$ cat src/rtl/boxhead_pkg.sv
// Shared game constants: enemy count, sprite requester slot map and palette index type.
package boxhead_pkg;

  localparam int unsigned ENEMY_NUM         = 4;

  // Sprite ROM requester slots; enemies occupy SLOT_ENEMY0 .. SLOT_ENEMY0+ENEMY_NUM-1.
  localparam int unsigned SLOT_PLAYER       = 0;
  localparam int unsigned SLOT_ATTACK       = 1;
  localparam int unsigned SLOT_ENEMY_ATTACK = 2;
  localparam int unsigned SLOT_ENEMY0       = 3;
  localparam int unsigned N_SLOTS           = SLOT_ENEMY0 + ENEMY_NUM;

  // Palette index returned by the sprite ROM; 0 is transparent.
  localparam int unsigned PAL_W             = 5;
  typedef logic [PAL_W-1:0] palette_idx_t;

endpackage

$ cat src/rtl/sprite_rom_arbiter_rr_picker.sv
// Combinational round-robin one-hot selector.
// Ports: req     - candidate requests
//        ptr     - last granted slot; search starts at (ptr+1) mod N
//        gnt_oh  - one-hot winner (zero if no request)
//        gnt_idx - binary index of the winner
//        any     - a winner exists
module rr_picker #(
  parameter int unsigned N     = 7,
  parameter int unsigned PTR_W = 3
) (
  input  logic [N-1:0]     req,
  input  logic [PTR_W-1:0] ptr,
  output logic [N-1:0]     gnt_oh,
  output logic [PTR_W-1:0] gnt_idx,
  output logic             any
);

  logic [PTR_W-1:0] cand;

  // Walk slots ptr+1, ptr+2, ... wrapping; first requester found wins.
  always_comb begin
    gnt_oh  = '0;
    gnt_idx = '0;
    any     = 1'b0;
    cand    = '0;
    for (int unsigned k = 1; k <= N; k++) begin
      cand = PTR_W'((32'(ptr) + k) % N);
      if (!any && req[cand]) begin
        gnt_oh[cand] = 1'b1;
        gnt_idx      = cand;
        any          = 1'b1;
      end
    end
  end

endmodule

$ cat src/rtl/sprite_rom_arbiter.sv
// Shares one sprite ROM read port among the sprite requesters (player, attack,
// enemy attack, enemies) with round-robin arbitration and a pipelined return path.
// Ports: Clk, Reset_n     - clock, async active-low reset
//        frame_start      - one-cycle pulse at VGA frame start
//        req / req_addr   - per-requester read request and address
//        gnt              - one-hot grant pulse, aligned with rom_rd/rom_addr
//        rom_addr, rom_rd - registered ROM read port
//        rom_data         - ROM palette index, valid RD_LAT cycles after rom_rd
//        rvalid / rdata   - one-hot return tag and returned palette index
//        grant_cnt        - grants issued in the previous frame (saturating)
module sprite_rom_arbiter
  import boxhead_pkg::*;
#(
  parameter int unsigned N_REQ  = N_SLOTS,
  parameter int unsigned ADDR_W = 16,
  parameter int unsigned RD_LAT = 2
) (
  input  logic                          Clk,
  input  logic                          Reset_n,
  input  logic                          frame_start,
  input  logic [N_REQ-1:0]              req,
  input  logic [N_REQ-1:0][ADDR_W-1:0]  req_addr,
  output logic [N_REQ-1:0]              gnt,
  output logic [ADDR_W-1:0]             rom_addr,
  output logic                          rom_rd,
  input  palette_idx_t                  rom_data,
  output logic [N_REQ-1:0]              rvalid,
  output palette_idx_t                  rdata,
  output logic [15:0]                   grant_cnt
);

  localparam int unsigned PTR_W = (N_REQ > 1) ? $clog2(N_REQ) : 1;
  localparam int unsigned CNT_W = 16;
  localparam int unsigned TAG_W = RD_LAT * N_REQ;
  localparam logic [PTR_W-1:0] PTR_RST = PTR_W'(N_REQ - 1);

  logic [N_REQ-1:0]  eligible;
  logic [N_REQ-1:0]  pick_oh;
  logic [PTR_W-1:0]  pick_idx;
  logic              pick_any;
  logic [PTR_W-1:0]  ptr_q, ptr_d;
  logic [CNT_W-1:0]  frame_cnt_q, frame_cnt_d, grant_cnt_d;
  logic [ADDR_W-1:0] rom_addr_d;
  logic [TAG_W-1:0]  tag_pipe;

  // A requester being granted this cycle is masked, unless it is the only one asking.
  always_comb begin
    eligible = req & ~gnt;
    if (eligible == '0) eligible = req;
  end

  rr_picker #(
    .N     (N_REQ),
    .PTR_W (PTR_W)
  ) u_rr_picker (
    .req     (eligible),
    .ptr     (ptr_q),
    .gnt_oh  (pick_oh),
    .gnt_idx (pick_idx),
    .any     (pick_any)
  );

  // Pointer, frame counter and address next-state; frame_start overrides the pointer
  // update but the grant made in that cycle still goes out and counts in the new frame.
  always_comb begin
    ptr_d       = ptr_q;
    frame_cnt_d = frame_cnt_q;
    grant_cnt_d = grant_cnt;
    rom_addr_d  = rom_addr;
    if (pick_any) begin
      ptr_d      = pick_idx;
      rom_addr_d = req_addr[pick_idx];
      if (frame_cnt_q != '1) frame_cnt_d = frame_cnt_q + CNT_W'(1);
    end
    if (frame_start) begin
      ptr_d       = PTR_RST;
      grant_cnt_d = frame_cnt_q;
      frame_cnt_d = CNT_W'(pick_any);
    end
  end

  // Registered read port, pointer, counters and return-tag shift pipeline.
  always_ff @(posedge Clk or negedge Reset_n) begin
    if (!Reset_n) begin
      gnt         <= '0;
      rom_rd      <= 1'b0;
      rom_addr    <= '0;
      ptr_q       <= PTR_RST;
      frame_cnt_q <= '0;
      grant_cnt   <= '0;
      tag_pipe    <= '0;
    end else begin
      gnt         <= pick_oh;
      rom_rd      <= pick_any;
      rom_addr    <= rom_addr_d;
      ptr_q       <= ptr_d;
      frame_cnt_q <= frame_cnt_d;
      grant_cnt   <= grant_cnt_d;
      tag_pipe    <= TAG_W'({tag_pipe, gnt});
    end
  end

  // Oldest tag stage lines up with rom_data; the ROM already registers its output,
  // so the data is gated by the tag rather than re-registered.
  assign rvalid = tag_pipe[TAG_W-1 -: N_REQ];
  assign rdata  = (|rvalid) ? rom_data : '0;

endmodule

$ cat config.mk
export PLATFORM = sky130hd
export DESIGN_NAME = sprite_rom_arbiter
export DESIGN_NICKNAME = d
export VERILOG_FILES = /design/src/rtl/boxhead_pkg.sv /design/src/rtl/sprite_rom_arbiter_rr_picker.sv /design/src/rtl/sprite_rom_arbiter.sv
export SDC_FILE = /design/constraint.sdc
export NUM_CORES = 1
export LEC_CHECK = 0
export BUFFER_PORTS_ARGS = -buffer_cell sky130_fd_sc_hd__buf_2
export CORE_ASPECT_RATIO = 0.6
export CORE_MARGIN = 2
export CORE_UTILIZATION = 30
export DETAILED_ROUTE_END_ITERATION = 7
export PLACE_DENSITY = 0.55
export SYNTH_ARGS = -nofsm -noshare
export SYNTH_HDL_FRONTEND = slang
export SYNTH_SLANG_ARGS = --single-unit
$ cat constraint.sdc
create_clock -name Clk -period 6 [get_ports Clk]
set_clock_uncertainty 0.05 [all_clocks]
set_input_delay 0.9 -clock Clk [delete_from_list [all_inputs] [get_ports Clk]]
set_output_delay 0.9 -clock Clk [all_outputs]
set_load 0.02 [all_outputs]
== Yosys cells after proc, flatten, opt, wreduce, memory -nomap -nowiden ==
Cells that the tools add are included.
W data, S select, Z words.
Storage, ports and cells
  memories kept: 0
  memory bits (writable): 0
  memory bits (read-only): 0
  logic and storage cells: 128
  flip-flop bits (word level): 73
  latch bits: 0
  input bits: 127
Cells by class
  shift-type cells: 0
  $lt $le $gt $ge: 15
  div/mod/pow operators: 7
  reduce and logical (&&, ||, !) cells: 24
  bitwise operators: 8
  equal/unequal tests: 1
  add/subtract/negate cells: 8
  $mul: 0
  mux-type cells: 58
Operator list (count)
  $mod A32 B3 Y32 const B: 7
  $mux W16: 4
  $mux W7: 8
  $bmux W16 S3: 1
  $or A7 B7 Y7: 6
  $lt A3 B4 Y1 const B: 8
  $mux W3: 9
  $bmux W1 S3: 7
  $demux W1 S3: 7
  $ge A3 B1 Y1 const B: 7
  $mux W1: 21
  $add A16 B1 Y16 const B: 1
  $add A3 B3 Y4 const B: 4
  $ne A16 B16 Y1 const B: 1
  $logic_and A1 B1 Y1: 13
  $add A3 B2 Y4 const B: 2
  $and A7 B7 Y7: 1
  $logic_not A7 Y1: 1
  $not A7 Y7: 1
  $reduce_or A7 Y1: 1
  $logic_not A1 Y1: 6
  $mux W5: 1
  $add A3 B1 Y4 const B: 1
  $reduce_bool A2 Y1: 2
  $reduce_and A2 Y1: 1

== Depth between registers and ports, before layout ==
Gate-level depths: netlist of the first run.
  depth after elaboration: 27
  depth in mapped cells: 28
  gate-level depth less buffers: 21

== Hierarchy ==
A second synthesis of the first run with hierarchy kept.
Unflattened totals
  cell total of the unflattened synthesis: 753
  area total of the unflattened synthesis: 6934.2 µm²
Modules (own cells, without submodules)
  sprite_rom_arbiter: cells each 326, times used 1, area an instance 3961.3 µm²
  rr_picker: cells each 427, times used 1, area an instance 2972.9 µm²

== Least setup slack after synthesis of the first run ==
No wires, ideal clock.
  kind: flip-flop to flip-flop
  from: register ptr_q[0]
  to: register rom_addr[15]
  stages on the path, launching flop included: 27
  arrival time: 5799 ps
  path buffers: 5
  setup slack: 5 ps
  clock period less this slack: 5995 ps
  path through: dfrtp_1 > buf_2 > buf_1 > inv_1 > ha_1 > buf_2 > xor2_2 > inv_4 > ha_1 > ha_1 > a31oi_1 > xnor2_1 > ha_1 > nor2b_1 > mux2i_4 > o211a_1 > or2_1 > buf_6 > a21oi_2 > o22ai_2 > nor4b_2 > mux2i_1 > clkbuf_1 > a211o_1 > o2111ai_1 > a222oi_1 > o221ai_1
On the way
  longest elaborated chain between the ends: 25
  elaborated cells on any way between the ends: 56
  those cells by class: add/sub (7); div (7); mux (30); reduce/logical (12)
RTL lines
  from (decl): RTL line sprite_rom_arbiter.sv:41  | logic [PTR_W-1:0] ptr_q, ptr_d;
  from (signal assigned): RTL line sprite_rom_arbiter.sv:96  | ptr_q <= ptr_d;
  $add A3 B1 Y4: RTL line sprite_rom_arbiter_rr_picker.sv:27  | cand = PTR_W'((32'(ptr) + k) % N);
  $mod A32 B3 Y32: RTL line sprite_rom_arbiter_rr_picker.sv:27
  $bmux W1 S3: RTL line sprite_rom_arbiter_rr_picker.sv:28  | if (!any && req[cand]) begin
  $mux W1 (not written as such): RTL line sprite_rom_arbiter_rr_picker.sv:28
  $mux W1: RTL line sprite_rom_arbiter_rr_picker.sv:28
  $logic_not A1 Y1: RTL line sprite_rom_arbiter_rr_picker.sv:28
  $logic_and A1 B1 Y1: RTL line sprite_rom_arbiter_rr_picker.sv:28
  $mux W1: RTL line sprite_rom_arbiter_rr_picker.sv:28
  (+9 left out)
  $logic_not A1 Y1: RTL line sprite_rom_arbiter_rr_picker.sv:28
  $logic_and A1 B1 Y1: RTL line sprite_rom_arbiter_rr_picker.sv:28
  $mux W1: RTL line sprite_rom_arbiter_rr_picker.sv:28
  $logic_not A1 Y1: RTL line sprite_rom_arbiter_rr_picker.sv:28
  $logic_and A1 B1 Y1: RTL line sprite_rom_arbiter_rr_picker.sv:28
  $mux W3: RTL line sprite_rom_arbiter_rr_picker.sv:28
  $bmux W16 S3: RTL line sprite_rom_arbiter.sv:72  | rom_addr_d = req_addr[pick_idx];
  $mux W16 (not written as such): RTL line sprite_rom_arbiter.sv:72
  to (signal assigned): RTL line sprite_rom_arbiter.sv:95  | rom_addr <= rom_addr_d;
  to (decl): RTL line sprite_rom_arbiter.sv:24  | output logic [ADDR_W-1:0] rom_addr,
Parallel ways exist; a longest one is shown, timed or not. The select of a mux whose other input is x is not followed.
A chain may end at the register's enable or synchronous reset.

== Worst setup path after layout of the first run ==
  from: register ptr_q[2]
  to: register rom_addr[11]
Same word-level chain as after synthesis.

==> results.toml, run 1 <==
[sta]
finalCritPeriodShare = 0.9690
max_freq_ghz = 0.1720
drv_slew = 0
max-slew-margin-rel = 0.3879
finalHoldViolations = 0
setup_violations = 0
min_period_ns = 5.814
worst_pin_slew_ns = 0.9182

[synthesis]
synth_top_area_cell = "dfrtp_1"
synth_edf_count = 0
synthDistinctLibCells = 95
ys_top_cells_by_area = "dfrtp_1 27%, mux2i_1 7.2%, ha_1 4.1%, mux2_2 3.7%, nor2_1 3.0%"
synthFlopType = "dfrtp_1"
ys_ff_latch = 73
netlist_instances = 744
async_flop_share = 1.000
syn_nets = 893
synthTopCellsByCount = "71 x dfrtp_1, 53 x nor2_1, 48 x mux2i_1"
ys.warnings.count = 0
syn_area_per_cell_um2 = 8.918
yosysTopAreaCellShare = 0.2678
syn-cell-area_mm2 = 0.006635
yosysSeqAreaShare = 0.2757
synth.most_common_cell = "dfrtp_1"

[grt]
antenna_found_initial = 0
first_global_vias = 6460
grt_pass1_wl_um = 36340
grt-ovfl-total = 0
grt_max_degree = 74
track_usage = 0.1973

[critical_path]
timing.rr.start = "ptr_q[2]$_DFFE_PN1P_"
r2r_slack_ns = 0.19
critical-path-slowest-cell = "dfstp_4"
regToRegEndpoint = "rom_addr[11]$_DFFE_PN0P_"
required_ns = 6.15
end_kind = "register"
crit_cells = 21
critPathMaxStageDelay_ns = 0.72
startpoint = "ptr_q[2]$_DFFE_PN1P_"
r2r_cells = 21
path_delay_family = "compound AO/OA/AOI/OAI gates"
worstSetupEndpoint = "rom_addr[11]$_DFFE_PN0P_"
critPathMaxFanout = 16
cp_cell_sequence = "inv_1 -> ha_1 -> a21boi_2 -> inv_1 -> ha_1 -> a31oi_1 -> xnor2_1 -> ha_2 -> a21boi_0 -> nand3_1 -> a21o_2 -> a2111oi_1 -> nor2_1 -> and2_1 -> nand3_1 -> buf_4 -> or4_1 -> nand4_1 -> buf_4 -> a222oi_1 -> o221ai_1"
cp.buffers_inverters = 4
start_kind = "register"
critPathKind = "register to register"
worst_ep_arrival_time_ns = 5.96

[place]
dp.cells = 1192
gp_congestion = 0.9703
dpl_cell_area_mm2 = 0.007903
hpwl_um = 18070
numPortBuffers = 178

[drt]
viasPerCell = 5.761
ant_nets = 0
vias = 6988
drt-pass1-iter-count = 7
drc = 0
drt_wl_total_um = 23250
drt_iter0_drc = 690
wire_per_inst_um = 19.16

[final_layout]
drive_gt1_frac = 0.3269
layout.nets = 1071
syn_to_final_growth_pct = 25.59
fin_area_mm2 = 0.008333
final_cells = 1213
diodes = 0

[clock_tree]
clockRootBuffer = "clkbuf_16"
clock-sinks = 73
cts.htree.levels = 3
cts_buffers = 9
cts_tree = "yes"
cts_hold_buf = 0
path_clk_slew_ns = 0.06
clk-insertion-delay-late_ns = 0.34
cts_buffer_depth = 2

[die]
dieArea_mm2 = 0.02336
floorplan.initialDensity = 0.3035
dieWidth_um = 196.0
fp.dieH_um = 119.2
core_mm2 = 0.02186
ioPinCount = 179
rows = 42

[run]
drv_cap = 0

[min_path]
hold_path.class = "register to register"

[outcome]
status = "completed"
-- cell type report --
cell class              count  area, um2
fillers                  2262      13530
well taps                 286      357.8
clock buffers              10      229.0
repair buffers            218       1214
flip-flops and latches     73       1833
multi-input cells         580       4457
inverters                  40      152.6
clock inverters             6      90.09
-- cells in the final DEF, fill, tap and decap left out, types with 20 or more instances in the layout --
master and instances:
buf_2 177, dfrtp_1 71, nor2_1 53, mux2i_1 47, nand2_1 38, buf_4 38
inv_1 37, nand3_1 33, nand4_1 26, mux2_2 22, nor3_1 20, o221ai_1 20
ha_1 20
-- layer usage --
metal	part of all wire	wire, um	track usage
met2	0.37	8703	0.2560
met4	0.012	273	0.03172
met3	0.11	2505	0.05976
met1	0.51	11760	0.3138
met5	0	0	0
-- worst register-to-register path: stages (launching register included) --
cell	delay, ns
dfstp_4	0.72
inv_1	0.14
ha_1	0.30
a21boi_2	0.27
inv_1	0.14
ha_1	0.32
a31oi_1	0.21
xnor2_1	0.23
ha_2	0.30
a21boi_0	0.25
nand3_1	0.16
a21o_2	0.32
a2111oi_1	0.42
nor2_1	0.17
and2_1	0.21
nand3_1	0.11
buf_4	0.23
or4_1	0.14
nand4_1	0.22
buf_4	0.28
a222oi_1	0.29
o221ai_1	0.18
-- kinds of logic after synthesis --
family                   count (synthesis)  synth area share
AO/OA/AOI/OAI                          213            0.2663
XOR/XNOR                                30           0.04187
adder cells (fa/ha/maj)                 22           0.04149
buffers and inverters                   91           0.06298
flip-flops                              73            0.2757
multiplexers                            72            0.1152
AND/OR/NAND/NOR                        243            0.1965
-- registers in the layout, indices dropped and copies added (netlist names) --
register,count
rom_addr,16
tag_pipe,14
gnt,7
frame_cnt_q,16
rom_rd,1
grant_cnt,16
ptr_q,3
-- per-stage QoR --
stage               utilization  hold WS, ns  setup WS (ns)  setup TNS, ns
floorplan                     -       0.2812       0.004724              0
global placement         0.3615       0.2825        -0.1077        -0.5591
detailed placement       0.3615       0.2847       -0.09197        -0.1991
CTS                      0.3780       0.2979        0.04945              0
global route             0.3812       0.3048      -0.004116      -0.004116
finish                   0.3812       0.2937         0.1859              0
-- worst min-delay path by stage --
stage / slack, ns / cells after the start / start / to
CTS: 0.30 / 0 / tag_pipe[3]$_DFF_PN0_ / tag_pipe[10]$_DFF_PN0_
global placement: 0.28 / 0 / tag_pipe[1]$_DFF_PN0_ / tag_pipe[8]$_DFF_PN0_
global route: 0.30 / 0 / tag_pipe[4]$_DFF_PN0_ / tag_pipe[11]$_DFF_PN0_
detailed placement: 0.28 / 0 / tag_pipe[3]$_DFF_PN0_ / tag_pipe[10]$_DFF_PN0_
floorplan: 0.28 / 0 / tag_pipe[3]$_DFF_PN0_ / tag_pipe[10]$_DFF_PN0_
finish: 0.29 / 0 / tag_pipe[4]$_DFF_PN0_ / tag_pipe[11]$_DFF_PN0_
-- what timing repair did --
action                     CTS  global route
cloned                       0             0
gates resized for setup      2            15
pin swaps                    1             2
setup buffers                2             3
setup endpoints to repair   14            25
Power of run 1 is left out: the tool's default activity adds up to more than one toggle a clock period on the data nets, which glitch-free logic cannot reach.
==> inputs of run 2 (changes only) <==
Settings changed: CELL_PAD_IN_SITES_DETAIL_PLACEMENT set to 2, CELL_PAD_IN_SITES_GLOBAL_PLACEMENT set to 2, CORE_UTILIZATION 30 to 29, PLACE_DENSITY 0.55 to 0.81.
==> run 2 against run 1 <==
Register-to-register slack improved by 0.15 ns. Worst hold slack gained 0.0026 ns. Maximum frequency increased by 2.6%. Critical path type unchanged.
==> results.toml, run 2 (synthesis gave the netlist of run 1 again) <==
[die]
fp.dieH_um = 121.2
core_mm2 = 0.02223
floorplan.initialDensity = 0.2985
rows = 42
dieWidth_um = 199.3
ioPinCount = 179
dieArea_mm2 = 0.02415

[grt]
first_global_vias = 7684
grt-ovfl-total = 0
antenna_found_initial = 2
grt_pass1_wl_um = 45000
grt_max_degree = 74
track_usage = 0.2411

[clock_tree]
path_clk_slew_ns = 0.07
cts_buffers = 9
cts_buffer_depth = 2
cts_tree = "yes"
clk-insertion-delay-late_ns = 0.34
clockRootBuffer = "clkbuf_16"
clock-sinks = 73
cts.htree.levels = 3

[sta]
max_freq_ghz = 0.1765
holdWs_ns = 0.2963
max-slew-margin-rel = 0.3475
worst_pin_slew_ns = 0.9787
setup_tns_ns = 0
finalCritPeriodShare = 0.9441
drv_slew = 0
finalHoldViolations = 0
setup_violations = 0
min_period_ns = 5.665

[critical_path]
critPathKind = "register to register"
cp_cell_sequence = "inv_1 -> ha_1 -> xor2_2 -> inv_4 -> ha_1 -> ha_1 -> a31oi_1 -> xnor2_1 -> ha_2 -> nor2b_1 -> mux2i_4 -> o211a_1 -> or2_4 -> a21oi_2 -> o22ai_2 -> or4_4 -> nor3_4 -> buf_12 -> a211o_1 -> o2111ai_1 -> a222oi_1 -> o221ai_1"
start_kind = "register"
crit_top_cell = "ha_1"
worst_ep_arrival_time_ns = 5.82
path_delay_family = "compound AO/OA/AOI/OAI gates"
critPathMaxFanout = 33
critical-path-slowest-cell = "or4_4"
critPathMaxStageDelay_ns = 0.59
cp.buffers_inverters = 3
required_ns = 6.15
end_kind = "register"

[drt]
drt_wl_total_um = 28770
drc = 0
wire_per_inst_um = 23.43
ant_nets = 0
vias = 7250
viasPerCell = 5.904
drt_iter0_drc = 541
drt-pass1-iter-count = 7

[final_layout]
reg_top3 = "frame_cnt_q x16, grant_cnt x16, rom_addr x16"
layout.nets = 1064
diodes = 0
final_cells = 1228
final_cell_mix = "177 x buf_2, 71 x dfrtp_1, 52 x nor2_1"
fin_area_mm2 = 0.008342
fill_cells = 2528
syn_to_final_growth_pct = 25.72
layout_commonest_cell = "buf_2"
drive_gt1_frac = 0.3250

[place]
dpl_cell_area_mm2 = 0.007883
hpwl_um = 22860
numPortBuffers = 178
gp_congestion = 0.9282
dp.cells = 1206

[outcome]
status = "completed"

[run]
drv_cap = 0

[min_path]
hold_path.class = "register to register"
## run 2: path summary, 6_finish.rpt
kind	start	endpoint	slack, ns	cells after the start
max in group asynchronous	Reset_n	rom_addr[4]$_DFFE_PN0P_	4.60	1
setup / recovery	ptr_q[1]$_DFFE_PN1P_	rom_addr[0]$_DFFE_PN0P_	0.34	22
hold reg to reg	tag_pipe[2]$_DFF_PN0_	tag_pipe[9]$_DFF_PN0_	0.30	0
setup reg to reg	ptr_q[1]$_DFFE_PN1P_	rom_addr[0]$_DFFE_PN0P_	0.34	22
hold / removal	tag_pipe[2]$_DFF_PN0_	tag_pipe[9]$_DFF_PN0_	0.30	0
min in group asynchronous	Reset_n	grant_cnt[8]$_DFFE_PN0P_	0.68	1
## run 2: cell type report
class                   count  area (um2)  area share
multi-input cells         580        4486      0.5377
flip-flops and latches     73        1829      0.2193
repair buffers            211        1186      0.1422
well taps                 308       385.4     0.04620
clock buffers               9       225.2     0.02700
inverters                  40       152.6     0.01830
clock inverters             7       77.57    0.009300
## run 2: per-stage QoR
stage / util / setup WS (ns)
after floorplan: - / 0.004724
after global placement: 0.3546 / -0.1183
after detailed placement: 0.3546 / -0.2647
after CTS: 0.3712 / 0.0005844
after global routing: 0.3753 / -0.02428
final: 0.3753 / 0.3355
## run 2: routing by layer
| layer | GRT usage | vias to the layer above | part of all wire |
|---|---|---|---|
| li1 | - | 3246 | - |
| met1 | 0.3575 | 3682 | 0.49 |
| met2 | 0.3567 | 291 | 0.42 |
| met3 | 0.06170 | 27 | 0.077 |
| met4 | 0.03172 | 4 | 0.0082 |
| met5 | 0 | - | 0.00083 |
## run 2: what timing repair did
| item | in CTS | in global routing |
|---|---|---|
| resized for setup | 4 | 17 |
| cloned | 0 | 0 |
| hold buffers | 0 | 0 |
| setup buffers | 2 | 4 |
| setup endpoints to repair | 18 | 29 |
| pin swaps | 1 | 2 |
Power of run 2 is left out for the same reason.
==> inputs of run 3 (changes only) <==
==> constraint.sdc (replaced) <==
create_clock -name Clk -period 6 [get_ports Clk]
set_clock_uncertainty 0.05 [all_clocks]
set_input_delay 1.8 -clock Clk [delete_from_list [all_inputs] [get_ports Clk]]
set_output_delay 1.8 -clock Clk [all_outputs]
set_load 0.02 [all_outputs]
==> run 3 against run 2 <==
Die area unchanged. Via count fell by 0.51%. Global-route usage grew 0.45 points. Largest cell class unchanged.
==> results.toml, run 3 (synthesis gave the netlist of run 1 again) <==
[outcome]
status = "completed"

[drt]
vias = 7213
viasPerCell = 5.789
drt_iter0_drc = 520
ant_nets = 0
wire_per_inst_um = 23.76
drt_wl_total_um = 29600
drc = 0
drt-pass1-iter-count = 7

[final_layout]
reg_top3 = "frame_cnt_q x16, grant_cnt x16, rom_addr x16"
syn_to_final_growth_pct = 29.00
fill_cells = 2552
layout_commonest_cell = "buf_2"
drive_gt1_frac = 0.3390
final_cells = 1246
layout.nets = 1082
final_cell_mix = "177 x buf_2, 71 x dfrtp_1, 52 x nor2_1"
diodes = 0

[run]
drv_cap = 0

[min_path]
hold_path.class = "register to register"
holdPathStages = 0

[critical_path]
critPathKind = "primary input to register"
path_delay_family = "compound AO/OA/AOI/OAI gates"
worst_ep_arrival_time_ns = 5.86
critical-path-slowest-cell = "nor4_4"
crit_cells = 15
critPathMaxStageDelay_ns = 0.51
cp_cell_sequence = "buf_2 -> nor2b_1 -> nor4_4 -> buf_4 -> nand3_1 -> a21oi_1 -> a211oi_1 -> o2bb2ai_1 -> o221ai_1 -> mux2i_4 -> buf_12 -> a211o_1 -> o2111ai_1 -> a222oi_1 -> o221ai_1"
crit_top_cell = "o221ai_1"
r2r_cells = 18
end_kind = "register"
critPathMaxFanout = 33
start_kind = "primary input"
cp.buffers_inverters = 3
required_ns = 6.13

[place]
pre_cts_ws_ns = -0.1381
gp_congestion = 0.9888
hpwl_um = 23490
numPortBuffers = 178
dp.cells = 1226

[clock_tree]
clockRootBuffer = "clkbuf_16"
cts_tree = "yes"
clk-insertion-delay-late_ns = 0.34
cts_hold_buf = 0
cts_buffer_depth = 2
cts_buffers = 9
clock-sinks = 73
path_clk_slew_ns = 0.06
cts.htree.levels = 3

[sta]
setup_violations = 0
min_period_ns = 5.736
rsz0062_at_grt = "yes"
fin_ws_ns = 0.2645
max-slew-margin-rel = 0.3181
finalCritPeriodShare = 0.9559
max_freq_ghz = 0.1744
worst_pin_slew_ns = 1.016
finalHoldViolations = 0
drv_slew = 0

[grt]
grt_max_degree = 74
antenna_found_initial = 3
grt-ovfl-total = 0
grt_pass1_wl_um = 45040
track_usage = 0.2456
first_global_vias = 7543

[die]
ioPinCount = 179
dieWidth_um = 199.3
rows = 42
core_mm2 = 0.02223
fp.dieH_um = 121.2
dieArea_mm2 = 0.02415
floorplan.initialDensity = 0.2985
-- run 3: worst paths after layout --
check                                           start                       end  slack [ns]
min in group asynchronous                     Reset_n  grant_cnt[7]$_DFFE_PN0P_        1.56
max in group asynchronous                     Reset_n   rom_addr[5]$_DFFE_PN0P_        3.73
worst min-delay path            tag_pipe[6]$_DFF_PN0_    tag_pipe[13]$_DFF_PN0_        0.31
worst min register to register  tag_pipe[6]$_DFF_PN0_    tag_pipe[13]$_DFF_PN0_        0.31
worst max-delay path                           req[3]   rom_addr[8]$_DFFE_PN0P_        0.26
worst max register to register   ptr_q[2]$_DFFE_PN1P_   rom_addr[8]$_DFFE_PN0P_        0.33
-- run 3: timing repair --
| action | 4_1_cts | 5_1_grt |
|---|---|---|
| buffers inserted | 0 | 4 |
| endpoints found under the hold margin | 0 | 0 |
| resized for setup | 0 | 20 |
| endpoints found under the setup margin | 0 | 24 |
-- run 3: final cells by class --
cell class,instances,area [um2],area share
well taps,308,385.4,0.04502
flip-flops and latches,73,1829,0.2137
clock inverters,6,137.6,0.01608
multi-input cells,580,4499,0.5257
repair buffers,229,1326,0.1549
inverters,40,152.6,0.01783
clock buffers,10,229.0,0.02675
-- run 3: metrics by stage --
stage / TNS [ns] / util / hold slack [ns] / area [um2]
4_1_cts: 0 / 0.3795 / 0.3086 / 8437
2_1_floorplan: 0 / - / 0.2812 / 6635
3_5_place_dp: -0.6887 / 0.3631 / 0.2933 / 8070
5_1_grt: -0.02044 / 0.3851 / 0.3128 / 8559
3_3_place_gp: -0.03728 / 0.3631 / 0.2822 / 8070
6_report: 0 / 0.3851 / 0.3054 / 8559
-- run 3: layer usage --
layer / global-route usage / wire length (um)
met3: 0.06226 / 2201
met2: 0.3682 / 12510
met1: 0.3629 / 14760
met5: 0 / 32
met4: 0.02519 / 98
Power of run 3 is left out for the same reason.
